[src/rtl/block_accumulator.sv]
// Block accumulator: drains one product block from upstream and sums it.
// Optional clamped result outputs (res_sat/res_ovf) under BLOCK_ACC_SAT_EN.
module block_accumulator #(
    parameter int DATA_W      = 16,
    parameter int BLOCK_LEN   = 64,
    parameter int ACC_W       = DATA_W + $clog2(BLOCK_LEN),
    parameter int TIMEOUT_CYC = 16
) (
    input  logic                        clk,
    input  logic                        rst,
    input  logic                        start,
    input  logic                        blk_ready,
    output logic                        EN_blockRead,
    input  logic                        VALID_memVal,
    input  logic [DATA_W-1:0]           memVal_data,
    output logic                        busy,
    output logic                        res_valid,
    input  logic                        res_ready,
    output logic [ACC_W-1:0]            res_sum,
    output logic [$clog2(BLOCK_LEN):0]  res_count,
    output logic                        err_short
`ifdef BLOCK_ACC_SAT_EN
    ,
    output logic [DATA_W-1:0]           res_sat,
    output logic                        res_ovf
`endif
);

    localparam int CNT_W = $clog2(BLOCK_LEN) + 1;
    localparam int TMR_W = $clog2(TIMEOUT_CYC + 1);
    localparam logic [CNT_W-1:0] LAST_CNT = CNT_W'(BLOCK_LEN);
    localparam logic [TMR_W-1:0] LAST_IDLE = TMR_W'(TIMEOUT_CYC - 1);

    typedef enum logic [1:0] {
        IDLE,
        REQ,
        COLLECT,
        DONE
    } state_t;

    state_t            state, state_d;
    logic [ACC_W-1:0]  acc, acc_d;
    logic [CNT_W-1:0]  count, count_d;
    logic [TMR_W-1:0]  timer, timer_d;
    logic              err, err_d;

    always_ff @(posedge clk) begin
        if (rst) begin
            state <= IDLE;
        end else begin
            state <= state_d;
        end
    end

    always_ff @(posedge clk) begin
        if (rst) begin
            acc   <= '0;
            count <= '0;
            timer <= '0;
            err   <= 1'b0;
        end else begin
            acc   <= acc_d;
            count <= count_d;
            timer <= timer_d;
            err   <= err_d;
        end
    end

    always_comb begin
        state_d = state;
        acc_d   = acc;
        count_d = count;
        timer_d = timer;
        err_d   = err;
        unique case (state)
            IDLE: begin
                if (start && blk_ready) begin
                    state_d = REQ;
                    acc_d   = '0;
                    count_d = '0;
                    timer_d = '0;
                    err_d   = 1'b0;
                end
            end
            REQ, COLLECT: begin
                // A beat always restarts the idle timer; only gaps advance it.
                if (VALID_memVal) begin
                    acc_d   = acc + ACC_W'(memVal_data);
                    count_d = count + CNT_W'(1);
                    timer_d = '0;
                    state_d = (count_d == LAST_CNT) ? DONE : COLLECT;
                end else begin
                    timer_d = timer + TMR_W'(1);
                    if (timer == LAST_IDLE) begin
                        err_d   = 1'b1;
                        state_d = DONE;
                    end
                end
            end
            DONE: begin
                if (res_ready) begin
                    state_d = IDLE;
                end
            end
            default: state_d = IDLE;
        endcase
    end

    assign EN_blockRead = (state == REQ);
    assign busy         = (state != IDLE);
    assign res_valid    = (state == DONE);
    assign res_sum      = acc;
    assign res_count    = count;
    assign err_short    = err;

`ifdef BLOCK_ACC_SAT_EN
    localparam logic [ACC_W-1:0] SAT_MAX = ACC_W'({DATA_W{1'b1}});

    assign res_ovf = (acc > SAT_MAX);
    assign res_sat = res_ovf ? {DATA_W{1'b1}} : acc[DATA_W-1:0];
`endif

endmodule
[config.mk]
export PLATFORM = sky130hd
export DESIGN_NAME = block_accumulator
export DESIGN_NICKNAME = d
export VERILOG_FILES = /design/src/rtl/block_accumulator.sv
export SDC_FILE = /design/constraint.sdc
export NUM_CORES = 1
export LEC_CHECK = 0
export ABC_AREA = 1
export CAP_MARGIN = 10
export CELL_PAD_IN_SITES_DETAIL_PLACEMENT = 2
export CELL_PAD_IN_SITES_GLOBAL_PLACEMENT = 2
export CORE_UTILIZATION = 29
export DETAILED_ROUTE_END_ITERATION = 7
export MAX_ROUTING_LAYER = met4
export PLACE_DENSITY_LB_ADDON = 0.2
export SETUP_SLACK_MARGIN = 0.2
export SYNTH_ARGS = -nofsm -noshare
export SYNTH_HDL_FRONTEND = slang
export SYNTH_SLANG_ARGS = --single-unit
[constraint.sdc]
create_clock -name clk -period 4.85 [get_ports clk]
set_input_delay 0.97 -clock clk [delete_from_list [all_inputs] [get_ports clk]]
set_output_delay 0.97 -clock clk [all_outputs]
set_load 0.01 [all_outputs]
==> results of run 1 <==
worst paths after layout:
check,start,endpoint,slack (ns),cells after the start
max,memVal_data[0],res_sum[14],1.94,14
min,res_sum[8],res_sum[8],0.47,2
min reg2reg,res_sum[8],res_sum[8],0.47,2
max reg2reg,state[0],res_sum[4],2.54,9
logic make-up (layout without fill, tap and decap cells):
logic type	Yosys count	count (layout)
xor gates and xnor gates	2	2
AOI/OAI and AO/OA	64	64
buffers and inverters	63	122
adders and majority gates	23	23
and+or+nand+nor	228	228
DFF	37	37
routing by layer:
metal | wire (um) | share of wire (%) | up-vias | track usage (%)
met2 | 4824 | 53 | 41 | 39.22
met1 | 3993 | 44 | 1426 | 23.39
met3 | 203 | 2.2 | 10 | 2.590
met5 | 0 | 0 | - | -
met4 | 146 | 1.6 | 0 | 5.166
li1 | - | - | 1453 | -
registers in the layout, indices dropped and copies added (netlist names):
name       flops
err_short      1
state          2
res_count      7
timer          5
res_sum       22
power breakdown:
| group | total (mW) | internal [mW] | switching (mW) |
|---|---|---|---|
| clock network | 0.292 | 0.155 | 0.138 |
| registers | 0.407 | 0.360 | 0.0471 |
| logic | 0.736 | 0.266 | 0.470 |
cell usage after synthesis (3+ instances only):
cell | instances | share of area [%]
sky130_fd_sc_hd__or2_2 | 4 | 0.95
sky130_fd_sc_hd__inv_1 | 57 | 8.1
sky130_fd_sc_hd__nand3_1 | 29 | 5.5
sky130_fd_sc_hd__a21oi_1 | 31 | 5.9
sky130_fd_sc_hd__nor2_1 | 37 | 5.3
sky130_fd_sc_hd__o21ai_0 | 16 | 3.0
sky130_fd_sc_hd__dfxtp_1 | 37 | 28
sky130_fd_sc_hd__nand2_1 | 142 | 20
sky130_fd_sc_hd__nor3_1 | 3 | 0.57
sky130_fd_sc_hd__nand3b_1 | 4 | 1.1
sky130_fd_sc_hd__ha_1 | 22 | 10
sky130_fd_sc_hd__o21ai_2 | 3 | 1.0
critical path: cells and delay by family:
family | cells | cell delay, ns
simple gates | 9 | 0.86
buf+inv | 3 | 0.63
fa+ha+maj | 2 | 0.62
final cells by class:
class	instances	area, sq um
clock buffer	5	68.82
clock inverter	3	43.79
fill	1092	5375
inverter	60	227.7
multi-input combinational	317	1632
sequential	37	740.7
tap	108	135.1
timing repair buffer	54	540.5
stage by stage:
stage          setup WS [ns]  hold slack (ns)  instance area [sq um]
2_1_floorplan          2.467           0.4393                   2628
4_1_cts                1.917           0.4833                   3388
3_3_place_gp           1.768           0.4561                   3276
3_5_place_dp           1.610           0.4675                   3276
5_1_grt                1.727           0.5054                   3388
6_report               1.937           0.4745                   3388
==> results.md, run 1 <==
- The warning count from the yosys run is 0.
- The total detailed-routing wirelength is 9168 um.
- The signed area change from the synthesized netlist to the final layout is 28.95%.
- The worst-case headroom to the max-slew limit is 60.40%.
- The number of clock sinks is 37.
- The worst-case vdd ir drop is 0.2707 mV.
- The async set-or-reset flop fraction in the synthesized netlist is 0%.
- For this design the static power due to leakage is 1.640 nW.
- The number of antenna violations at the first check in global routing came to 0.
- The cell repeated most along the worst path is sky130_fd_sc_hd__nand2_1.
- The routability congestion estimate from global placement is 0.7717.
- In this run, synthesis inferred 0 flip-flops with an integrated enable.
- The total vias in the final route is 2930.
- The final max-slew violation count is 0.
- The detail route stage leaves a number of antenna-violating nets equal to 0.
- The clock passes through at most 2 buffers.
- The starting density of the core is 29.98%.
- Hold repair after CTS inserted 0 buffers.
- The total overflow left after global routing is 0.
- The accumulated negative setup slack is 0 ns.
- After clock tree synthesis, the clock-pin slew on the worst setup and hold paths is 0.10 ns.
- Of the total synthesized cell area, the portion taken by AND, OR, NAND and NOR gates is 36.14%.
- The number of distinct standard cells referenced by the synthesized netlist is 33.
- The flow ran to the end, and the final reports show no timing, DRC or antenna violations.
- The arithmetic-cell share of the synthesized area counting full adders, half adders and majority gates is 11.24%.
- The post-CTS setup buffer count is 0.
- The largest individual stage delay along the critical path comes from the cell sky130_fd_sc_hd__clkdlybuf4s50_1.
- The H-tree was split into 2 levels.
- Setup repair after global routing left no endpoint under its margin.
- For the worst setup path, the data arrival time is 3.10 ns.
- In the routed layout, each cell is associated on average with a via count of 5.017.
- Traced cell by cell, the critical path runs through clkdlybuf4s50_1, ha_1, inv_1, fa_1, inv_1, nand3_1, nand3_1, nand2_1, nand2_1, nand3_1, nand2_1, nand2_1, nand3_1, nand2_1.
- Once placement completed, the tool counted placed cells totaling 576.
- The mean area per synthesized cell is 6.301 sq um.
- The final number of hold-violating endpoints came to 0.
- The part of the Yosys area used for sequential elements is 28.19%.
- The repair_antennas step left the layout with diodes totalling 0.
- Pin placement for this block handled 55 I/O pins.
- The post-detailed-route DRC marker count is 0.
- Cells with a size suffix above 1 make up 4.832% of the layout.
- Summing the areas of all xor and xnor instances in the mapped netlist gives 0.6667% of the synthesized area.
- The highest clock rate is 343.3 MHz.
- Dividing the detail-routed wire length by the instance count gives 15.70 um.
- The commonest non-fill, non-tap cell in the layout is sky130_fd_sc_hd__nand2_1.
- The commonest register cell after synthesis is sky130_fd_sc_hd__dfxtp_1.
- The data required time of the critical path is 5.04 ns.
- The count of input and output buffers is 54.
- The post-cts gate resize count is 0.
- The critical-path maximum fanout is 4.
- The total routing usage reported by global routing is 20.95%.
- The total of max-cap violations is 0.
- The number of buffers created by CTS is 5.
- TritonCTS built the clock tree.
- The flip-flop and latch count after synthesis is 37.
- Leaving out filler cells and counting taps, the final layout contains 584.
- The number of placement rows is 34.
- The compound-cell area share of the yosys netlist is 14.05%.
- The via count of the first global-routing pass is 3162.
- For the final database, setup skew stands at 0.01900 ns.
- The floorplan step defined a die boundary enclosing 9445 sq um.
- For this block, the initial DRC count from the detailed router was 43.
- STA classifies the critical path endpoint as a flop.
- The core box area is 8763 sq um.
- In this run the cell area of the synthesized design comes to 2628 sq um.
- The peak per-stage delay on the critical path is 0.46 ns.
- Setup violations remaining at the end of the flow were counted as 0.
- Synthesis produced a netlist with a net count of 462.
- The slew of the pin with the lowest slew margin is 0.5933 ns.
- The final core area utilization is 38.66%.
- In this run the horizontal extent of the chip is 97.19 um.
- The clock insertion delay at the later pin of the skew report is 0.31 ns.
- The instance count of the mapped netlist is 417.
- In the synthesized netlist, mux cells make up 0% of the area.
- The tree is rooted in a sky130_fd_sc_hd__clkbuf_8.
- STA classifies the critical path startpoint as an input port.
- In the finished design, the share of the clock period the worst path needs comes to 60.06%.
- The number of optimization iterations in the first detailed-route pass is 4.
- The design draws 1.435 mW.
- After synthesis, the largest family of logic cells by area is simple AND/OR/NAND/NOR gates.
- The final layout contains 520 nets.
- In this run the vertical extent of the chip is 97.19 um.
- The worst hold-check path type is flop to flop.
- The HPWL after detailed placement is 7218 um.
- The start-to-end type of the worst setup path is input port to flop.
- Entering global routing, the biggest net connects 18 pins.
- The areal power density over the cells is 423.6 nW/um^2.
- In the layout the commonest cells are 142 x sky130_fd_sc_hd__nand2_1, 57 x sky130_fd_sc_hd__inv_1, 54 x sky130_fd_sc_hd__clkdlybuf4s50_1.
- The first global-routing pass estimated 15470 um of wire.
- The clock period minus worst slack is 2.913 ns.
No activity file was read; power rests on OpenSTA's default activity.
==> inputs of run 2 (changes only) <==
--- a/config.mk
+++ b/config.mk
@@ -9,7 +9,7 @@
 export CAP_MARGIN = 10
 export CELL_PAD_IN_SITES_DETAIL_PLACEMENT = 2
 export CELL_PAD_IN_SITES_GLOBAL_PLACEMENT = 2
-export CORE_UTILIZATION = 29
+export CORE_UTILIZATION = 27
 export DETAILED_ROUTE_END_ITERATION = 7
 export MAX_ROUTING_LAYER = met4
 export PLACE_DENSITY_LB_ADDON = 0.2
==> constraint.sdc (replaced) <==
create_clock -name clk -period 3.02 [get_ports clk]
set_input_delay 0.604 -clock clk [delete_from_list [all_inputs] [get_ports clk]]
set_output_delay 0.604 -clock clk [all_outputs]
set_load 0.01 [all_outputs]
==> run 2 against run 1 <==
Against the previous run: power rose by 55%; via count fell by 1.5%; critical path depth did not move; clock-buffer cell count did not move; first-iteration DRC count rose by 2.3%; largest cell class unchanged; die area rose by 7.3%; non-clock buffer count rose by 1; critical path type unchanged; clock skew fell by 0.010 ns; global-route usage fell by 1.3 points; combinational power rose by 62%; sequential power rose by 60%; clock power rose by 32%.
==> results.md, run 2 (synthesized netlist as in run 1, its figures left out) <==
- The run finished with clean final reports.
- The via density per instance was 4.762 (-5.1%).
- The areal power density over the cells was 656.2 nW/um^2 (+55%).
- The final number of hold-violating endpoints was 0 (unchanged).
- The slew of the pin with the lowest slew margin is 0.5248 ns (-0.06856 ns).
- The setup slack of the critical path after layout is 0.5116 ns (-1.426 ns).
- The worst path in the final design needs a cycle of 2.508 ns, including I/O delays and setup.
- Following the worst setup path forward leads to its endpoint at res_sum[20].
- The net count of the finished layout came to 521 (+0.19%).
- The final core area utilization came to 36.45% (-2.2 points).
- The number of antenna violations at the first check in global routing came to 0 (unchanged).
- The floorplan die width is 100.7 um (+3.6%).
- The worst-case clock skew is 0.008588 ns (-0.01042 ns).
- The maximum level of the CTS H-tree is 2 (unchanged).
- In this run the critical register-to-register path is launched from res_sum[0].
- By startpoint and endpoint, the worst setup path is classified as input port to flop.
- The total routing usage reported by global routing is 19.69% (-1.3 points).
- The final routed wire length divided by cell count came to 14.62 um (-6.9%).
- Leaving out fill and tap cells, the most frequent cells in the layout are 142 x sky130_fd_sc_hd__nand2_1, 57 x sky130_fd_sc_hd__inv_1, 54 x sky130_fd_sc_hd__clkdlybuf4s50_1.
- The count of input and output buffers is 54 (unchanged).
- The number of cells on the worst reg-to-reg path came to 13 (+4).
- The maximum number of pins on one net before global-route repair is 18 (unchanged).
- The height of the die came to 100.7 um (+3.6%).
- TritonCTS built the clock tree.
- The number of diodes added for antenna fixing is 0 (unchanged).
- The via count of the first global-routing pass came to 3219 (+1.8%).
- The number of clock sinks is 37 (unchanged).
- The number of DRC markers after the initial detailed-route iteration is 44 (+2.3%).
- STA classifies the critical path endpoint as a flop.
- From synthesis to final layout, the design area changed by 29.38%.
- The number of buffers created by CTS was 5 (unchanged).
- Setup repair after global routing left no endpoint under its margin.
- The clock insertion delay at the later pin of the skew report is 0.30 ns (about the same).
- The worst setup path startpoint is memVal_data[0].
- The routability congestion estimate from global placement was 0.7889 (+2.2%).
- The detailed-placement wirelength estimate was 7169 um (-0.67%).
- The critical-path maximum fanout is 4 (unchanged).
- The clock transition at the registers of the reported paths came to 0.09 ns (about the same).
- The arrival time at the worst endpoint came to 2.71 ns (-0.39 ns).
- The total I/O pin count is 55 (unchanged).
- The final max-slew violation count is 0 (unchanged).
- The worst setup slack before clock tree synthesis is 0.1460 ns (-1.464 ns).
- The total power of the final layout is 2.231 mW (+55%).
- The post-CTS setup buffer count is 0 (unchanged).
- The highest clock rate is 398.7 MHz.
- The count of antenna-violating nets left after detailed routing is 0 (unchanged).
- The first-pass GRT wire length came to 15100 um (-2.4%).
- The ratio of cells with drive above 1 in the final layout came to 5.031% (+0.20 points).
- The number of buffers on the longest clock path is 2 (unchanged).
- The accumulated negative setup slack is 0 ns (unchanged).
- The post-cts gate resize count is 0 (unchanged).
- The root buffer selected by CTS is sky130_fd_sc_hd__clkbuf_8.
- The number of placement rows is 35 (+2.9%).
- The worst-case headroom to the max-slew limit is 65.02% (+4.6 points).
- The remaining global-route overflow is 0 (unchanged).
- The number of setup violations in the final report is 0 (unchanged).
- The number of optimization iterations in the first detailed-route pass is 4 (unchanged).
- The area of the die is 10130 sq um (+7.3%).
- The commonest non-fill, non-tap cell in the layout is sky130_fd_sc_hd__nand2_1.
- Of the available clock period, the critical path in the final layout requires 83.06%.
- The standby leakage power is 1.631 nW (-0.55%).
- The endpoint of the most critical register-to-register path is res_sum[20].
- The worst hold-check path type is flop to flop.
- The starting density of the core is 28.17% (-1.8 points).
- The count of hold buffers inserted by post-cts repair is 0 (unchanged).
- The post-detailed-route DRC marker count is 0 (unchanged).
- The core box area came to 9328 sq um (+6.4%).
- The total vias in the final route was 2886 (-1.5%).
- The worst-case vdd ir drop is 0.2855 mV (+5.5%).
- The data required time of the critical path is 3.22 ns (-1.82 ns).
- The total detailed-routing wirelength came to 8859 um (-3.4%).
- The flip-flop count of the largest register after layout is 22 (unchanged).
- The nature of the critical path startpoint is an input port.
- The total of max-cap violations was 0 (unchanged).
- The register-to-register setup slack is 0.89 ns (-1.65 ns).
## run 2: cell count changes in the layout (fill, tap and decap cells not counted)
| cell | delta |
|---|---|
| sky130_fd_sc_hd__clkinvlp_4 | +1 |
| sky130_fd_sc_hd__buf_4 | +1 |
| sky130_fd_sc_hd__bufinv_16 | -1 |
## run 2: metal layers
| metal | global-route usage, % | vias up | wire length, um | share of wire [%] |
|---|---|---|---|---|
| li1 | - | 1455 | - | - |
| met1 | 22.25 | 1382 | 3993 | 45 |
| met2 | 36.41 | 39 | 4559 | 51 |
| met3 | 3.190 | 10 | 196 | 2.2 |
| met4 | 4.125 | 0 | 109 | 1.2 |
| met5 | - | - | 0 | 0 |
## run 2: how the worst min path moves through the flow
stage | slack, ns | cells past startpoint | to | from
6_report | 0.48 | 2 | timer[3] | timer[3]
3_5_place_dp | 0.47 | 2 | res_sum[9] | res_sum[9]
2_1_floorplan | 0.44 | 2 | timer[3] | timer[3]
4_1_cts | 0.48 | 2 | res_sum[9] | res_sum[9]
3_3_place_gp | 0.45 | 2 | timer[3] | timer[3]
5_1_grt | 0.51 | 2 | res_sum[13] | res_sum[13]
## run 2: per-stage QoR
stage                     hold slack, ns  instances  instance area, sq um
final                             0.4769        606                  3400
after global routing              0.5125        606                  3400
after CTS                         0.4839        606                  3400
after detailed placement          0.4703        598                  3309
after global placement            0.4527        598                  3309
after floorplan                   0.4393        417                  2628
## run 2: cell type report
type	count	area [sq um]
Fill cell	1170	5928
Tap cell	129	161.4
Sequential cell	37	740.7
Multi-Input combinational cell	317	1632
Clock buffer	5	68.82
Clock inverter	3	21.27
Timing Repair Buffer	55	548.0
Inverter	60	227.7
## run 2: report_power, final
group          internal, mW  switching, mW  leakage, nW
registers             0.578         0.0737        0.300
logic                 0.444          0.749         1.29
clock network         0.164          0.221       0.0445
## run 2: critical path, stage by stage
cell	delay (ns)
sky130_fd_sc_hd__clkdlybuf4s50_1	0.47
sky130_fd_sc_hd__ha_1	0.21
sky130_fd_sc_hd__inv_1	0.07
sky130_fd_sc_hd__fa_1	0.40
sky130_fd_sc_hd__inv_1	0.09
sky130_fd_sc_hd__nand3_1	0.07
sky130_fd_sc_hd__nand3_1	0.13
sky130_fd_sc_hd__nand2_1	0.07
sky130_fd_sc_hd__nand2_1	0.15
sky130_fd_sc_hd__nand2_1	0.09
sky130_fd_sc_hd__nand2_1	0.14
sky130_fd_sc_hd__nand3_1	0.10
sky130_fd_sc_hd__nand2_1	0.08
sky130_fd_sc_hd__nor2_1	0.04
==> variant 1, RTL diff (config.mk and constraints of run 1) <==
Encoding of `state_t`: now one-hot (4 bits for 4 states).
--- a/src/rtl/block_accumulator.sv
+++ b/src/rtl/block_accumulator.sv
@@ -31,11 +31,11 @@
     localparam logic [CNT_W-1:0] LAST_CNT = CNT_W'(BLOCK_LEN);
     localparam logic [TMR_W-1:0] LAST_IDLE = TMR_W'(TIMEOUT_CYC - 1);
 
-    typedef enum logic [1:0] {
-        IDLE,
-        REQ,
-        COLLECT,
-        DONE
+    typedef enum logic [3:0] {
+        IDLE    = 4'b0001,
+        REQ     = 4'b0010,
+        COLLECT = 4'b0100,
+        DONE    = 4'b1000
     } state_t;
 
     state_t            state, state_d;
Formal check against the unedited RTL: no difference found for any inputs over 10 cycles, from zero or initial values and one cycle with rst high; not proved beyond that.
==> variant 1 against run 1 <==
Cell count grew 2.4%. Critical path depth decreased by 1. Sequential cell count is 2 higher. Synthesized area increased by 4.7%. Worst setup slack improved by 0.11 ns. Global-route usage is 1.6 points lower. Cell area increased by 4.5%. Total power is 23% lower. Wire length shrank 4.3%. Non-clock buffer count stayed put. Via count rose by 0.34%. Sequential power shrank 8.4%.
==> variant 1: results (changes against run 1) <==
CTS
  – Post-CTS Setup Inserts: 0 (unchanged)

Logic synthesis
  – Unique masters post-synth: 35 (+6.1%)
  – Post-Syn Nets: 469 (+1.5%)
  – XOR/XNOR Fraction of Synth Area: 3.183% (+2.5 points)
  – Synth top area cells: dfxtp_1, nand2_1, ha_1, inv_1, nand3_1
  – Adder-Cell Fraction of Synth Area: 9.368% (-1.9 points)
  – Gate Count Post-Synth: 427 (+2.4%)
  – Commonest cells post-synth: nand2_1, inv_1, dfxtp_1
  – Mux cell area share after synthesis: 0% (unchanged)
  – Sequential share of the synthesized area: 28.38% (+0.19 points)
  – Complex-gate fraction of the synthesized area: 11.19% (-2.9 points)

Finish
  – Ant. Diodes: 0 (unchanged)
  – Non-Filler Instances: 598 (+2.4%)
  – Final layout net count: 528 (+1.5%)
  – Share of cells above drive strength 1: 6.982% (+2.1 points)

Global route
  – Vias in the first global route: 3,185 (+0.73%)
  – Largest net degree at the start of global routing: 20 (+2)
  – Met3 Use GR: 2.530% (-0.060 points)
  – First-pass GRT wire length: 14,890 um (-3.7%)
  – M1 GR Usage: 22.23% (-1.2 points)

Power and ir drop
  – Peak supply drop: 148.8 uV (-45%)

Routing
  – Vias per inst: 4.916 (-2.0%)
  – Met3 WL post-DR: 196 um (-3.4%)
  – WL met1: 3921 um (-1.8%)
  – Met2 routed WL: 4563 um (-5.4%)
  – Starting DRT DRC Count: 38 (-12%)
  – WL final: 8773 um (-4.3%)

STA
  – Final hold slack: 0.4566 ns (-0.01793 ns)
  – Slew headroom: 69.27% (+8.9 points)
  – Post-Route Skew: 0.003550 ns (-0.01545 ns)
  – Crit path time final: 2.803 ns (-0.1095 ns)

Placement
  – Gpl congestion: 0.7979 (+3.4%)
  – Cells after DPL: 590 (+2.4%)
  – Area after DPL: 3408 sq um (+4.0%)
  – DP Wirelength: 7232 um (+0.19%)
  – Dpl ws: 1.746 ns (+0.1358 ns)

Worst hold path
  – Hold path endpoint: err_short$_SDFFE_PP0P_
  – Worst hold start: err_short$_SDFFE_PP0P_

Setup path
  – Critical register-to-register path startpoint: res_sum[0]$_SDFFE_PP0P_
  – CP arrival: 3.04 ns (-0.06 ns)
  – Reg-to-reg setup timing slack: 2.84 ns (+0.30 ns)
  – CP max FO: 3 (-1)
  – Max incr delay on CP: 0.44 ns (-0.02 ns)
  – R2R depth: 12 (+3)
  – CP Launch Point: memVal_data[0]
  – Critical Path Sink: res_sum[10]$_SDFFE_PP0P_

Status
  – Status: complete, no violations
-- variant 1: cell count changes after synthesis, moves of 4 or more --
cell / run 1 / this run
xnor2_1: 0 / 6
or2_2: 4 / 0
nand2_2: 1 / 7
nand3_1: 29 / 33
a21oi_1: 31 / 25
inv_2: 2 / 6
-- variant 1: report_power, final --
| part | switching, uW | internal, uW | total [uW] |
|---|---|---|---|
| Sequential | 24.1 | 349 | 373 |
| Combinational | 255 | 135 | 389 |
| Clock | 133 | 206 | 339 |
-- variant 1: critical path, delay by kind of cell --
kind                     cells  cell delay, ns
adder cells (fa/ha/maj)      2            0.69
buffers and inverters        1            0.44
AND/OR/NAND/NOR              9            0.83
AO/OA/AOI/OAI                1            0.12
-- variant 1: layout make-up --
type / count / area [sq um]
fillers: 1142 / 5655
inverters: 65 / 249.0
multi-input cells: 321 / 1699
clock buffers: 6 / 72.57
clock inverters: 2 / 60.06
well taps: 111 / 138.9
repair buffers: 54 / 540.5
flip-flops and latches: 39 / 780.7
==> variant 2, RTL diff (flow settings as in run 1) <==
Without the edit above. Build with the macro `BLOCK_ACC_SAT_EN` defined.
--- a/src/rtl/block_accumulator.sv
+++ b/src/rtl/block_accumulator.sv
@@ -1,5 +1,7 @@
 // Block accumulator: drains one product block from upstream and sums it.
 // Optional clamped result outputs (res_sat/res_ovf) under BLOCK_ACC_SAT_EN.
+`define BLOCK_ACC_SAT_EN
+
 module block_accumulator #(
     parameter int DATA_W      = 16,
     parameter int BLOCK_LEN   = 64,
Behaviour (old outputs only; new: res_ovf and res_sat): unchanged (Yosys induction, for registers that start in step).
==> variant 2 against run 1 <==
Utilization up 1.6 points. Cell count up 11%. Total power down 9.7%. Count of clock-buffer cells in the layout unchanged. Critical endpoint is now res_sat[10]. Worst setup slack worse by 0.20 ns. Synthesized area up 5.4%. Critical path depth down 7. Sequential cell count unchanged. Sequential share of layout area down 1.9 points. Cell area up 9.7%. Highest routed layer unchanged. Wire length up 8.7%. Sequential power down 8.4%. Fmax down 6.3%. Die area up 5.3%.
==> variant 2: results (changes against run 1) <==
Status
  – Status: complete, no violations

Logic synthesis
  – Sequential share of the synthesized area: 26.74% (-1.5 points)
  – Gate Count Post-Synth: 442 (+6.0%)
  – Adder-Cell Fraction of Synth Area: 11.11% (-0.13 points)
  – XOR/XNOR Fraction of Synth Area: 1.265% (+0.60 points)
  – Post-Syn Nets: 488 (+5.6%)
  – Unique masters post-synth: 35 (+6.1%)
  – Synth top area cells: dfxtp_1, nand2_1, ha_1, inv_1, a21oi_1
  – Complex-gate fraction of the synthesized area: 14.54% (+0.50 points)
  – Commonest cells post-synth: nand2_1, inv_1, nor2_1
  – Mux cell area share after synthesis: 0% (unchanged)

Routing
  – Drt pass-1 iters: 4 (unchanged)
  – Starting DRT DRC Count: 71 (+65%)
  – Via Count: 3,141 (+7.2%)
  – WL final: 9964 um (+8.7%)

Placement
  – Area after DPL: 3627 sq um (+11%)
  – Dpl ws: 1.754 ns (+0.1444 ns)
  – Gpl congestion: 0.8652 (+12%)
  – Port-buffer cells: 71 (+31%)
  – DP Wirelength: 8050 um (+12%)

Finish
  – Non-Filler Instances: 648 (+11%)
  – Final layout net count: 564 (+8.5%)
  – Share of cells above drive strength 1: 6.166% (+1.3 points)
  – Fill count: 1,137 (+4.1%)

Setup path
  – CP max FO: 12 (+8)
  – Max incr delay on CP: 0.48 ns (+0.02 ns)
  – CP arrival: 2.14 ns (-0.96 ns)
  – CP delay by family, top: buffers and inverters

STA
  – Post-Route Skew: 0.007198 ns (-0.01181 ns)
  – Slew headroom: 63.38% (+3.0 points)

Global route
  – GRT Total Usage: 21.86% (+0.91 points)
  – First-pass GRT wire length: 16,700 um (+8.0%)
  – M2 GR Usage: 37.77% (-1.4 points)
  – Vias in the first global route: 3,380 (+6.9%)
  – M1 GR Usage: 26.67% (+3.3 points)
  – Largest net degree at the start of global routing: 16 (-2)
  – Met3 Use GR: 3.514% (+0.92 points)

Power and ir drop
  – Peak supply drop: 204.9 uV (-24%)
  – Leak Pwr: 0.001741 uW (+6.2%)
  – Psw: 593.1 uW (-9.4%)

CTS
  – TritonCTS Buffers: 5 (unchanged)
variant 2: changes by cell type in the layout (fill, tap and decap cells not counted), sizes merged, moves of 3 or more:
cell and delta:
clkdlybuf4s50 +17, o21ai +9, inv +6, nand3 -4, nor2 +4, nand2 +3, o22ai +3
variant 2: area by class of cell:
type	instances	area [sq um]	share of cell area, %
Clock inverter	3	21.27	0.5722
Timing Repair Buffer	72	718.2	19.32
Inverter	66	252.7	6.799
Tap cell	129	161.4	4.342
Sequential cell	37	740.7	19.93
Clock buffer	5	68.82	1.851
Multi-Input combinational cell	336	1754	47.19
variant 2: metrics by stage:
stage | hold slack [ns] | total power, uW | utilization [%]
2_1_floorplan | 0.4393 | 791.9 | -
3_3_place_gp | 0.4558 | 1050 | 39.26
3_5_place_dp | 0.4731 | 1072 | 39.26
4_1_cts | 0.4889 | 1315 | 40.23
5_1_grt | 0.5087 | 1410 | 40.23
6_report | 0.4829 | 1296 | 40.23
variant 2: layer usage:
layer,vias to the layer above,wire (um)
met4,0,111
met3,11,295
met5,-,0
met2,60,4958
li1,1562,-
met1,1508,4599
variant 2: path summary, 6_finish.rpt:
kind,from,end,slack [ns],depth (start not counted)
max reg2reg,state[0]$_SDFFE_PP0P_,timer[2]$_SDFFE_PP0P_,2.73,9
max,res_sum[19]$_SDFFE_PP0P_,res_sat[10],1.74,7
min reg2reg,err_short$_SDFFE_PP0P_,err_short$_SDFFE_PP0P_,0.48,2
min,err_short$_SDFFE_PP0P_,err_short$_SDFFE_PP0P_,0.48,2
variant 2: power by group through the flow:
stage	clock network [uW]	registers, uW	logic (uW)
2_1_floorplan	0	383	409
3_3_place_gp	0	378	671
3_5_place_dp	0	381	691
4_1_cts	245	374	697
5_1_grt	260	378	772
6_report	236	373	687
